==> src/rtl/parking_pkg.sv <==
// Shared slot-state encodings and sizing constants for the parking-lot sensor front end.
package parking_pkg;
  typedef logic [1:0] slot_state_t;

  localparam slot_state_t EMPTY    = 2'd0;
  localparam slot_state_t ARRIVING = 2'd1;
  localparam slot_state_t OCCUPIED = 2'd2;
  localparam slot_state_t LEAVING  = 2'd3;

  localparam int DEFAULT_NUM_SLOTS = 4;
  localparam int DB_CNT_W          = 4;
endpackage

==> src/rtl/slot_debounce_fsm.sv <==
// One slot's debounce FSM: takes an already-synchronised sensor bit and emits
// registered one-cycle entry/exit pulses plus the accepted occupancy flag.
module slot_debounce_fsm
  import parking_pkg::*;
#(
  parameter int DEBOUNCE_CYCLES = 3
) (
  input  logic clk_1Hz,
  input  logic reset_n,
  input  logic sync,
  output logic car_entry,
  output logic car_exit,
  output logic occupied
);
  localparam logic [DB_CNT_W-1:0] CNT_ONE  = DB_CNT_W'(1);
  localparam logic [DB_CNT_W-1:0] CNT_LAST = DB_CNT_W'(DEBOUNCE_CYCLES - 1);

  slot_state_t         state, state_nxt;
  logic [DB_CNT_W-1:0] cnt, cnt_nxt;
  logic                entry_nxt, exit_nxt;

  always_ff @(posedge clk_1Hz or negedge reset_n) begin
    if (!reset_n) begin
      state     <= EMPTY;
      cnt       <= '0;
      car_entry <= 1'b0;
      car_exit  <= 1'b0;
    end else begin
      state     <= state_nxt;
      cnt       <= cnt_nxt;
      car_entry <= entry_nxt;
      car_exit  <= exit_nxt;
    end
  end

  // cnt only moves in the two transitional states, so a steady sensor never wraps it
  always_comb begin
    state_nxt = state;
    cnt_nxt   = cnt;
    entry_nxt = 1'b0;
    exit_nxt  = 1'b0;
    case (state)
      EMPTY:
        if (sync) begin
          state_nxt = ARRIVING;
          cnt_nxt   = CNT_ONE;
        end
      ARRIVING:
        if (!sync)                state_nxt = EMPTY;
        else if (cnt == CNT_LAST) begin
          state_nxt = OCCUPIED;
          entry_nxt = 1'b1;
        end else                  cnt_nxt = cnt + CNT_ONE;
      OCCUPIED:
        if (!sync) begin
          state_nxt = LEAVING;
          cnt_nxt   = CNT_ONE;
        end
      LEAVING:
        if (sync)                 state_nxt = OCCUPIED;
        else if (cnt == CNT_LAST) begin
          state_nxt = EMPTY;
          exit_nxt  = 1'b1;
        end else                  cnt_nxt = cnt + CNT_ONE;
      default:                    state_nxt = EMPTY;
    endcase
  end

  always_comb begin
    occupied = (state == OCCUPIED) || (state == LEAVING);
  end
endmodule

==> src/rtl/slot_event_detector.sv <==
// Debounced per-slot entry/exit pulse generator with lot occupancy summary.
// Synchronises the raw sensors, runs one debounce FSM per slot, and counts free slots.
module slot_event_detector
  import parking_pkg::*;
#(
  parameter int NUM_SLOTS       = DEFAULT_NUM_SLOTS,
  parameter int DEBOUNCE_CYCLES = 3,
  localparam int CW             = $clog2(NUM_SLOTS + 1)
) (
  input  logic                 clk_1Hz,
  input  logic                 reset_n,
  input  logic [NUM_SLOTS-1:0] sensor_raw,
  output logic [NUM_SLOTS-1:0] car_entry,
  output logic [NUM_SLOTS-1:0] car_exit,
  output logic [NUM_SLOTS-1:0] occupied,
  output logic [CW-1:0]        free_count,
  output logic                 lot_full
);
  logic [NUM_SLOTS-1:0] sync_meta, sensor_sync;
  logic [CW-1:0]        occ_cnt;

  always_ff @(posedge clk_1Hz or negedge reset_n) begin
    if (!reset_n) begin
      sync_meta   <= '0;
      sensor_sync <= '0;
    end else begin
      sync_meta   <= sensor_raw;
      sensor_sync <= sync_meta;
    end
  end

  for (genvar s = 0; s < NUM_SLOTS; s++) begin : g_slot
    slot_debounce_fsm #(
      .DEBOUNCE_CYCLES(DEBOUNCE_CYCLES)
    ) u_fsm (
      .clk_1Hz  (clk_1Hz),
      .reset_n  (reset_n),
      .sync     (sensor_sync[s]),
      .car_entry(car_entry[s]),
      .car_exit (car_exit[s]),
      .occupied (occupied[s])
    );
  end

  always_comb begin
    occ_cnt = '0;
    for (int i = 0; i < NUM_SLOTS; i++) occ_cnt = occ_cnt + CW'(occupied[i]);
  end

  assign free_count = CW'(NUM_SLOTS) - occ_cnt;
  assign lot_full   = (free_count == '0);
endmodule

==> config.mk <==
export PLATFORM = sky130hd
export DESIGN_NAME = slot_event_detector
export DESIGN_NICKNAME = d
export VERILOG_FILES = /design/src/rtl/parking_pkg.sv /design/src/rtl/slot_debounce_fsm.sv /design/src/rtl/slot_event_detector.sv
export SDC_FILE = /design/constraint.sdc
export NUM_CORES = 1
export LEC_CHECK = 0
export CAP_MARGIN = 20
export CORE_ASPECT_RATIO = 0.5
export CORE_MARGIN = 2
export CORE_UTILIZATION = 55
export DETAILED_ROUTE_END_ITERATION = 8
export GPL_TIMING_DRIVEN = 1
export PLACE_DENSITY = 0.77
export REMOVE_ABC_BUFFERS = 1
export SLEW_MARGIN = 10
export SYNTH_ARGS = -nofsm -noshare
export SYNTH_HDL_FRONTEND = slang
export SYNTH_HIERARCHICAL = 1
export SYNTH_SLANG_ARGS = --single-unit
export TNS_END_PERCENT = 100
==> constraint.sdc <==
create_clock -name clk_1Hz -period 2.6 [get_ports clk_1Hz]
set_input_delay 0.26 -clock clk_1Hz [delete_from_list [all_inputs] [get_ports clk_1Hz]]
set_output_delay 0.26 -clock clk_1Hz [all_outputs]
set_load 0.005 [all_outputs]
# [Yosys cells after proc, flatten, opt, wreduce, memory -nomap -nowiden]
# Cells that the tools add are included.
[totals] regBits=40 input_bits=6 output_inout_bits=16 word_cells=155
[classes] n_addsub=8 eq_ne=40 muxes=72 n_reduce_logical=17
[op_table] operator="$mux 4" n=20
[op_table] operator="$pmux 4 s4" n=4
[op_table] operator="$mux 2" n=24
[op_table] operator="$ne 2x2->1 const B" n=16
[op_table] operator="$pmux 2 s4" n=4
[op_table] operator="$reduce_and 4->1" n=8
[op_table] operator="$ne 3x2->1 const B" n=8
[op_table] operator="$mux 1" n=20
[op_table] operator="$add 4x1->4 const B" n=4
[op_table] operator="$eq 2x2->1 const B" n=8
[op_table] operator="$eq 4x2->1 const B" n=4
[op_table] operator="$eq 2x1->1 const B" n=4
[op_table] operator="$logic_not 2->1" n=4
[op_table] operator="$logic_or 1x1->1" n=4
[op_table] operator="$add 2x1->3" n=1
[op_table] operator="$add 3x1->3" n=1
[op_table] operator="$logic_not 3->1" n=1
[op_table] operator="$sub 3x3->3 const A" n=1
[op_table] operator="$add 1x1->2" n=1

# [Logic depth before layout (Yosys ltp)]
# Gate-level depths: netlist (run 1).
[depth] depth_word=7 mapped_depth=6 mapped_depth_nobuf=5

# [Cells and area by module]
# Netlist (run 1), hierarchy kept.
[by_module_without_submodules] module="slot_debounce_fsm" instances=4 cells_per_inst=37 area_per_inst_um2=402.9 seq_area_each_um2=200.2
[by_module_without_submodules] module="slot_event_detector" instances=1 cells_per_inst=15 area_per_inst_um2=266.5 seq_area_each_um2=200.2

# [Least setup slack after synthesis (run 1)]
# Ideal clock, no wire load.
[synth_timing] path_kind="reg-to-output" start="reg with a tool-made name" end="out lot_full" arrival_time_ns=1.893 required_ns=2.340 path_slack_ns=0.447 stages_incl_launch_ff=7 n_path_buf=1 path_cell_list="dfrtp_1 -> dlygate4sd1_1 -> fa_1 -> inv_1 -> ha_1 -> ha_1 -> nor3_2"
[synth_lines] item="to (decl)" line_no="slot_event_detector.sv:17" source="output logic lot_full"

==> flow_summary.json, run 1 <==
{
  "drv_cap": 0,
  "area_growth_pct": 18.4,
  "crit_path_end_kind": "output port",
  "placement_rows": 14,
  "fmax_ghz": 0.410,
  "syn_area_um2": 1880,
  "hpwl_um": 2200,
  "ys_ff_latch": 40,
  "gp_congestion": 0.813,
  "grt_max_degree": 41,
  "viasPerCell": 5.53,
  "critPathMaxFanout": 2,
  "pwr_density_cell_nw_per_um2": 1140,
  "synthDistinctLibCells": 21,
  "p_leak_uw": 0.00104,
  "avgSynthCellArea_um2": 11.5,
  "grt_pass1_vias": 1289,
  "io_pins": 22,
  "ys_warn_count": 6,
  "final_antenna_net_count": 0,
  "required_ns": 2.34,
  "post-route-min-period_ns": 2.44,
  "nNetsFinal": 202,
  "fin_worst_skew_ns": 0.00544,
  "clockBufferDepth": 2,
  "cts.sinks": 40,
  "die_x_um": 86.6,
  "rr_worst_depth": 5,
  "irDropWorstVdd_mv": 0.474,
  "worstMarginPinSlew_ns": 0.860,
  "antenna-diode-count": 0,
  "grtUsageTotal": 0.196,
  "synthCells": 163,
  "postCtsHoldBufs": 0,
  "slew-limit-headroom": 0.427,
  "cts_root_buf": "clkbuf_8",
  "rsz0062_at_grt": "no",
  "wirelength_um": 3190,
  "chipHeight_um": 45.3,
  "status": "finished clean",
  "drt-initial-drc-count": 42,
  "clk_pin_slew_ns": 0.08,
  "synth_top_area_share": 0.533,
  "clk_latency_ns": 0.29,
  "cts_tree": "built",
  "core_um2": 3140,
  "fp.dieArea_um2": 3930,
  "drc_errors": 0,
  "holdWs_ns": 0.0807,
  "drive_above_1_share": 0.118,
  "wire_per_inst_um": 14.1,
  "cts_made_buffers": 5,
  "drv_slew": 0,
  "mostFrequentLayoutCell": "dfrtp_1",
  "setup_violations": 0,
  "hold_path.class": "input pin to asynchronous set/reset pin",
  "port_buffers": 21,
  "drtPass1Iterations": 4,
  "synth_top_area_cell": "dfrtp_1",
  "gr-total-overflow": 0,
  "cp-start-kind": "flop",
  "most-common-layout-cells": "dfrtp_1, nand3_1, clkdlybuf4s50_1",
  "antenna_found_initial": 0,
  "hold_violations": 0,
  "synth_seq_area_share": 0.533,
  "setup.worst_path.class": "flop to output port",
  "fin_crit_sh": 0.938,
  "dr_total_vias": 1249,
  "finalSetupTns_ns": 0,
  "initial_core_util": 0.599,
  "h-tree-depth": 2,
  "grt_pass1_wl_um": 5720,
  "cp.arrival_ns": 2.18,
  "yosys-top-cells-area": "dfrtp_1, ha_1, nand3_1, or4b_1, nand2_1"
}
==> where the power goes <==
part | switching [uW] | internal [uW]
Sequential | 218 | 785
Clock | 207 | 339
Combinational | 449 | 540
Total | 874 | 1660
==> worst max-delay path, cell delays in order (launching register included) <==
cell and delay (ns):
dfrtp_1 0.41, fa_1 0.54, inv_1 0.05, ha_1 0.17, ha_1 0.30, nor3_2 0.18
dlygate4sd2_1 0.24
==> synthesized netlist by cell type (all sizes together) <==
| library cell | n |
|---|---|
| and2 | 4 |
| xnor2 | 4 |
| clkbuf | 4 |
| or4b | 8 |
| o21a | 4 |
| fa | 1 |
| nand3 | 20 |
| a21oi | 4 |
| mux2 | 4 |
| a311oi | 4 |
| dlygate4sd1 | 4 |
| inv | 11 |
| a41o | 4 |
| ha | 10 |
| nor3b | 12 |
| dfrtp | 40 |
| nor2b | 4 |
| nand2 | 16 |
| nor3 | 5 |
==> repair_timing <==
action | in CTS | in global routing
endpoints found under the setup margin | 1 | 1
buffers inserted | 1 | 0
resized for setup | 2 | 2
==> logic make-up (layout without fill, tap and decap cells) <==
logic type	after synthesis	after routing	synth area share
buffers and inverters	19	42	0.0513
muxes	4	4	0.0240
adders and majority gates	11	11	0.0773
AOI/OAI and AO/OA	16	16	0.0666
DFF	40	40	0.533
xor gates and xnor gates	4	4	0.0187
and+or+nand+nor	69	69	0.229
==> sequential cells by signal, summed over array words and instances, names as in the netlist, named ones only <==
name / flops
g_slot.u_fsm/car_entry: 4
g_slot.u_fsm/car_exit: 4
g_slot.u_fsm/cnt: 16
g_slot.u_fsm/state: 4
sensor_sync: 4
sync_meta: 4
==> routing by layer <==
layer | GRT usage | up-vias | wire length [um]
met4 | 0.0750 | 0 | 40
met2 | 0.357 | 14 | 1690
met1 | 0.228 | 610 | 1380
met3 | 0.0548 | 5 | 86
li1 | - | 620 | -
met5 | 0 | - | 0
==> layout make-up <==
type / instances / area, um^2
tap: 40 / 50.0
fill: 226 / 912
multi-input combinational: 104 / 781
clock buffer: 7 / 96.3
clock inverter: 1 / 30.0
timing repair buffer: 23 / 221
sequential: 40 / 1000
inverter: 11 / 41.3
==> worst paths after layout <==
check / startpoint / slack [ns] / to
hold reg to reg: sync_meta[2] / 0.35 / sensor_sync[2]
min in group clk_1Hz: sync_meta[2] / 0.35 / sensor_sync[2]
hold / removal: reset_n / 0.08 / g_slot[1].u_fsm/cnt[0]
max in group asynchronous: reset_n / 1.93 / asynchronous set/reset pin
setup / recovery: flop / 0.16 / lot_full
setup reg to reg: g_slot[3].u_fsm/cnt[0] / 1.00 / flop
==> metrics by stage <==
| step | setup WS, ns | util | instances | power (uW) | instance area, um^2 |
|---|---|---|---|---|---|
| after floorplan | 0.670 | - | 155 | 1560 | 1820 |
| after global placement | 0.200 | 0.665 | 217 | 1960 | 2090 |
| after detailed placement | 0.143 | 0.665 | 217 | 2030 | 2090 |
| after CTS | 0.0331 | 0.708 | 226 | 2580 | 2220 |
| after global routing | 0.0818 | 0.709 | 226 | 2730 | 2220 |
| final | 0.162 | 0.709 | 226 | 2540 | 2220 |
Note: power is estimated with default switching activity, not from simulation.
==> inputs of run 2 (changes only) <==
--- a/config.mk
+++ b/config.mk
@@ -11,11 +11,12 @@
 export CORE_UTILIZATION = 55
 export DETAILED_ROUTE_END_ITERATION = 8
 export GPL_TIMING_DRIVEN = 1
+export MAX_ROUTING_LAYER = met4
 export PLACE_DENSITY = 0.77
 export REMOVE_ABC_BUFFERS = 1
+export SETUP_SLACK_MARGIN = 0.4
 export SLEW_MARGIN = 10
 export SYNTH_ARGS = -nofsm -noshare
 export SYNTH_HDL_FRONTEND = slang
-export SYNTH_HIERARCHICAL = 1
 export SYNTH_SLANG_ARGS = --single-unit
 export TNS_END_PERCENT = 100
==> run 2 against run 1 <==
Against the previous run:
- via count shrank 5.5%
- clock power grew 28%
- register-to-register slack is essentially flat
- first-iteration DRC count shrank 4.8%
- synthesized cell count rose by 1.8%
- design area increased by 0.90%
- worst hold slack got worse by 0.014 ns
- cell count is 1.8% lower
==> flow_summary.json, run 2 <==
{
  "drv_cap": 0,
  "synthTopCellsByCount": "dfrtp_1, nand2_1, buf_4, inv_1, ha_1",
  "synthDistinctLibCells": 37,
  "drc_errors": 0,
  "drive_above_1_share": 0.167,
  "yosysMostFrequentCell": "dfrtp_1",
  "placed_area_um2": 2050,
  "hpwl_um": 2130,
  "ys_warn_count": 0,
  "yosys-top-cells-area": "dfrtp_1, ha_1, buf_4, mux2_2, nor3b_1",
  "synth_top_area_cell": "dfrtp_1",
  "fin_area_um2": 2240,
  "largest_reg_flops": 16,
  "critPathMaxFanout": 2,
  "fin_crit_sh": 0.856,
  "power.share.sequential": 0.351,
  "viasPerCell": 5.32,
  "synth_top_area_share": 0.525,
  "finalSetupTns_ns": 0,
  "most-common-layout-cells": "dfrtp_1, clkdlybuf4s50_1, nand2_1",
  "postCtsHoldBufs": 0,
  "initial_core_util": 0.564,
  "cts_root_buf": "clkbuf_8",
  "rsz0062_at_grt": "yes",
  "cp.arrival_ns": 1.97,
  "cts.sinks": 40,
  "synthCells": 166,
  "p_int_uw": 1870,
  "drt-initial-drc-count": 40,
  "top_register": "g_slot.u_fsm.cnt",
  "core_um2": 3380,
  "cts_tree": "built",
  "reg2reg_from": "g_slot[1].u_fsm.cnt[0]",
  "cts_made_buffers": 5,
  "grtUsageTotal": 0.175,
  "wirelength_um": 3060,
  "p_sw_frac": 0.333,
  "h-tree-depth": 2,
  "wire_per_inst_um": 13.8,
  "setup_violations": 0,
  "required_ns": 2.34,
  "ys_ff_latch": 40,
  "slew-limit-headroom": 0.436,
  "cp-start-kind": "flop",
  "synth_flop_cell": "dfrtp_1",
  "area_growth_pct": 17.7,
  "clk_pin_slew_ns": 0.08,
  "pwr_density_cell_nw_per_um2": 1250,
  "r2r_setup_slack_ns": 1.00,
  "chipHeight_um": 45.6,
  "final_antenna_net_count": 0,
  "avgSynthCellArea_um2": 11.5,
  "crit_path_end": "lot_full",
  "grt_pass1_wl_um": 4860,
  "setup.worst_path.class": "flop to output port",
  "combPwrFrac": 0.400,
  "hold_violations": 0,
  "grt_max_degree": 41,
  "synth_seq_area_share": 0.525,
  "clk_latency_ns": 0.29,
  "placement_rows": 15,
  "gp_congestion": 0.756,
  "irDropWorstVdd_mv": 0.641,
  "port_buffers": 21,
  "drv_slew": 0,
  "dr_total_vias": 1180,
  "hold_path.class": "input pin to asynchronous set/reset pin",
  "nNetsFinal": 196,
  "die_x_um": 87.2,
  "drtPass1Iterations": 4,
  "post-route-min-period_ns": 2.23,
  "fin_worst_skew_ns": 0.00571,
  "p_leak_uw": 0.00105,
  "fp.dieArea_um2": 3980,
  "fmax_ghz": 0.449,
  "grt_pass1_vias": 1132,
  "worstMarginPinSlew_ns": 0.846,
  "crit_path_end_kind": "output port",
  "final_cells": 222,
  "p_switching_uw": 935,
  "gr-total-overflow": 0,
  "placed_cells": 211,
  "antenna-diode-count": 0,
  "syn_area_um2": 1910,
  "rr_worst_depth": 5,
  "antenna_found_initial": 0,
  "ys_async_sr_fraction": 1.00,
  "synth_edf_count": 0,
  "status": "finished clean",
  "clockBufferDepth": 2,
  "mostFrequentLayoutCell": "dfrtp_1",
  "pwr-share-clk": 0.249,
  "io_pins": 22
}
## run 2: timing repair
item	4_1_cts	5_1_grt
cloned	0	0
pin swaps	0	2
setup buffers	3	0
gates resized for setup	11	4
setup endpoints to repair	4	3
## run 2: worst min path at each step
stage,cells after the start,startpoint,to
floorplan,0,reset_n,asynchronous set/reset pin
global placement,0,sync_meta[0],sensor_sync[0]
detailed placement,0,sync_meta[3],sensor_sync[3]
CTS,1,reset_n,asynchronous set/reset pin
global route,1,reset_n,sync_meta[2]
finish,1,reset_n,sync_meta[3]
## run 2: layout make-up
cell class | count | area (um^2)
clock inverters | 3 | 90.1
clock buffers | 5 | 68.8
repair buffers | 25 | 223
fillers | 237 | 1130
multi-input cells | 95 | 761
inverters | 12 | 45.0
flip-flops and latches | 40 | 1000
well taps | 42 | 52.6
## run 2: kinds of logic (layout without fill, tap and decap cells)
family / Yosys count / after routing / synth area share
mux: 6 / 6 / 0.0355
simple gates: 53 / 53 / 0.171
fa+ha+maj: 11 / 11 / 0.0762
xor+xnor: 5 / 5 / 0.0230
buf+inv: 31 / 45 / 0.0893
flops: 40 / 40 / 0.525
compound gates: 20 / 20 / 0.0801
## run 2: power by group through the flow
stage | registers, uW | clock network (uW) | logic [uW]
after floorplan | 969 | 0 | 580
after global placement | 991 | 0 | 947
after detailed placement | 1010 | 0 | 998
after CTS | 981 | 719 | 1070
after global routing | 1010 | 738 | 1250
final | 984 | 698 | 1120
## run 2: metrics by stage
stage | hold WS (ns) | setup WS, ns | power (uW) | util
5_1_grt | 0.133 | 0.311 | 3000 | 0.664
4_1_cts | 0.0931 | 0.250 | 2770 | 0.665
3_5_place_dp | 0.338 | 0.138 | 2010 | 0.606
6_report | 0.0670 | 0.375 | 2800 | 0.664
2_1_floorplan | -0.0356 | 0.627 | 1550 | -
3_3_place_gp | 0.334 | 0.216 | 1940 | 0.606
## run 2: metal layers
layer / share of wire / global-route usage
met3: 0.025 / 0.0543
met1: 0.44 / 0.194
met5: 0 / -
met2: 0.52 / 0.298
met4: 0.014 / 0.0831
## run 2: critical path: stages (launching register included)
cell and delay, ns:
dfrtp_2 0.42, fa_1 0.53, inv_1 0.05, ha_2 0.17, ha_4 0.17, nor3_4 0.19, buf_2 0.14
==> inputs of run 3 (changes only) <==
--- a/config.mk
+++ b/config.mk
@@ -6,7 +6,7 @@
 export NUM_CORES = 1
 export LEC_CHECK = 0
 export CAP_MARGIN = 20
-export CORE_ASPECT_RATIO = 0.5
+export CORE_ASPECT_RATIO = 1.2
 export CORE_MARGIN = 2
 export CORE_UTILIZATION = 55
 export DETAILED_ROUTE_END_ITERATION = 8
==> run 3 against run 2 <==
Against the previous run:
- critical path type unchanged
- worst setup slack improved by 0.087 ns
- critical path depth did not move
- die area decreased by 0.66%
- non-clock buffer count down 2
- first-iteration DRC count decreased by 28%
- via count is 3.8% higher
- cell count fell by 3.2%
- core utilization is 2.0 points lower
==> flow_summary.json, run 3 (synthesis results as in run 2) <==
{
  "status": "finished clean",
  "worstMarginPinSlew_ns": 0.867,
  "post-route-min-period_ns": 2.14,
  "m1WireLength_um": 1250,
  "most-common-layout-cells": "dfrtp_1, clkdlybuf4s50_1, nand2_1",
  "slew-limit-headroom": 0.422,
  "chipHeight_um": 68.5,
  "wl_met3_um": 149,
  "mostFrequentLayoutCell": "dfrtp_1",
  "port_buffers": 21,
  "h-tree-depth": 2,
  "grt_pass1_wl_um": 5070,
  "drt-initial-drc-count": 29,
  "required_ns": 2.34,
  "drv_slew": 0,
  "hpwl_um": 2090,
  "wirelength_um": 3020,
  "clk_latency_ns": 0.29,
  "p_int_uw": 1540,
  "cts_root_buf": "clkbuf_8",
  "grt_pass1_vias": 1167,
  "antenna_found_initial": 0,
  "crit_path_end_kind": "output port",
  "cts.sinks": 40,
  "core_um2": 3340,
  "finalPower_uw": 2410,
  "dr_total_vias": 1225,
  "grt_max_degree": 41,
  "top_register": "g_slot.u_fsm.cnt",
  "gr-total-overflow": 0,
  "fin_crit_sh": 0.822,
  "viasPerCell": 5.70,
  "cts_made_buffers": 5,
  "antenna-diode-count": 0,
  "combPwrFrac": 0.417,
  "pwr_density_cell_nw_per_um2": 1120,
  "wire_per_inst_um": 14.0,
  "rr_worst_depth": 5,
  "io_pins": 22,
  "drtPass1Iterations": 4,
  "top_layer_used": "met4",
  "setup.worst_path.class": "flop to output port",
  "final_antenna_net_count": 0,
  "dp_slack_ns": 0.177,
  "hold_path.class": "input pin to asynchronous set/reset pin",
  "hold_violations": 0,
  "power.share.sequential": 0.411,
  "wl_met2_um": 1590,
  "r2r_setup_slack_ns": 1.00,
  "cp-start-kind": "flop",
  "irDropWorstVdd_mv": 1.05,
  "setup_ws_ns": 0.462,
  "nNetsFinal": 194,
  "fill_cells": 271,
  "cts_tree": "built",
  "fin_worst_skew_ns": 0.00497,
  "setup_violations": 0,
  "critPathMaxFanout": 6,
  "drv_cap": 0,
  "rsz0062_at_grt": "yes",
  "clockBufferDepth": 2,
  "finalSetupTns_ns": 0,
  "gp_congestion": 0.716,
  "p_sw_frac": 0.362,
  "postCtsHoldBufs": 0,
  "reg2reg_from": "g_slot[1].u_fsm.cnt[0]",
  "grtUsageTotal": 0.179,
  "clk_pin_slew_ns": 0.08,
  "cp.arrival_ns": 1.88,
  "initial_core_util": 0.571,
  "crit_path_end": "lot_full",
  "pwr-share-clk": 0.172,
  "drc_errors": 0,
  "fmax_ghz": 0.468,
  "largest_reg_flops": 16,
  "drive_above_1_share": 0.157,
  "area_growth_pct": 12.8,
  "p_leak_uw": 0.00101,
  "die_x_um": 57.7,
  "placement_rows": 23,
  "p_switching_uw": 873,
  "fp.dieArea_um2": 3950
}
run 3: changes by cell type in the layout (fill, tap and decap cells not counted), sizes merged:
cell	before	now
buf	6	4
bufinv	3	0
clkbuf	6	7
clkinv	0	2
run 3: through the flow:
stage / utilization / cells / area, um^2 / hold slack [ns]
after floorplan: - / 147 / 1780 / -0.0356
after CTS: 0.641 / 215 / 2140 / 0.107
after global placement: 0.611 / 206 / 2040 / 0.333
after detailed placement: 0.611 / 206 / 2040 / 0.335
final: 0.644 / 215 / 2150 / 0.0826
after global routing: 0.644 / 215 / 2150 / 0.136
run 3: power groups by stage:
stage	registers, uW	clock network (uW)	logic (uW)
after floorplan	969	0	580
after global placement	981	0	941
after detailed placement	1000	0	1000
after CTS	987	430	961
after global routing	1020	458	1130
final	992	415	1010
run 3: routing by layer:
metal,GRT usage,up-vias
met5,-,-
met4,0.0814,0
met3,0.0567,4
met2,0.297,25
met1,0.198,611
li1,-,585
run 3: layout make-up:
| cell class | instances | area (um^2) | share of cell area |
|---|---|---|---|
| clock inverter | 2 | 10.0 | 0.00466 |
| clock buffer | 6 | 82.6 | 0.0384 |
| timing repair buffer | 23 | 208 | 0.0966 |
| sequential | 40 | 1000 | 0.467 |
| multi-input combinational | 95 | 754 | 0.351 |
| tap | 37 | 46.3 | 0.0215 |
| inverter | 12 | 45.0 | 0.0210 |
run 3: repair_timing:
item | in CTS | in global routing
buffers inserted | 1 | 0
endpoints found under the setup margin | 4 | 3
gates resized for setup | 8 | 6
pin swaps | 1 | 0
run 3: critical path, stage by stage, from the launching register on:
cell and delay [ns]:
dfrtp_2 0.45, fa_1 0.49, inv_1 0.04, ha_2 0.18
ha_4 0.16, nor3_2 0.15, buf_2 0.13
run 3: worst min path at each step:
| stage | startpoint | end | slack, ns | cells after the start |
|---|---|---|---|---|
| after floorplan | reset_n | asynchronous set/reset pin | -0.04 | 0 |
| after global placement | sync_meta[3] | sensor_sync[3] | 0.33 | 0 |
| after detailed placement | sync_meta[2] | sensor_sync[2] | 0.33 | 0 |
| after CTS | reset_n | g_slot[0].u_fsm.cnt[3] | 0.11 | 1 |
| after global routing | reset_n | g_slot[0].u_fsm.cnt[3] | 0.14 | 1 |
| final | reset_n | g_slot[0].u_fsm.cnt[3] | 0.08 | 1 |
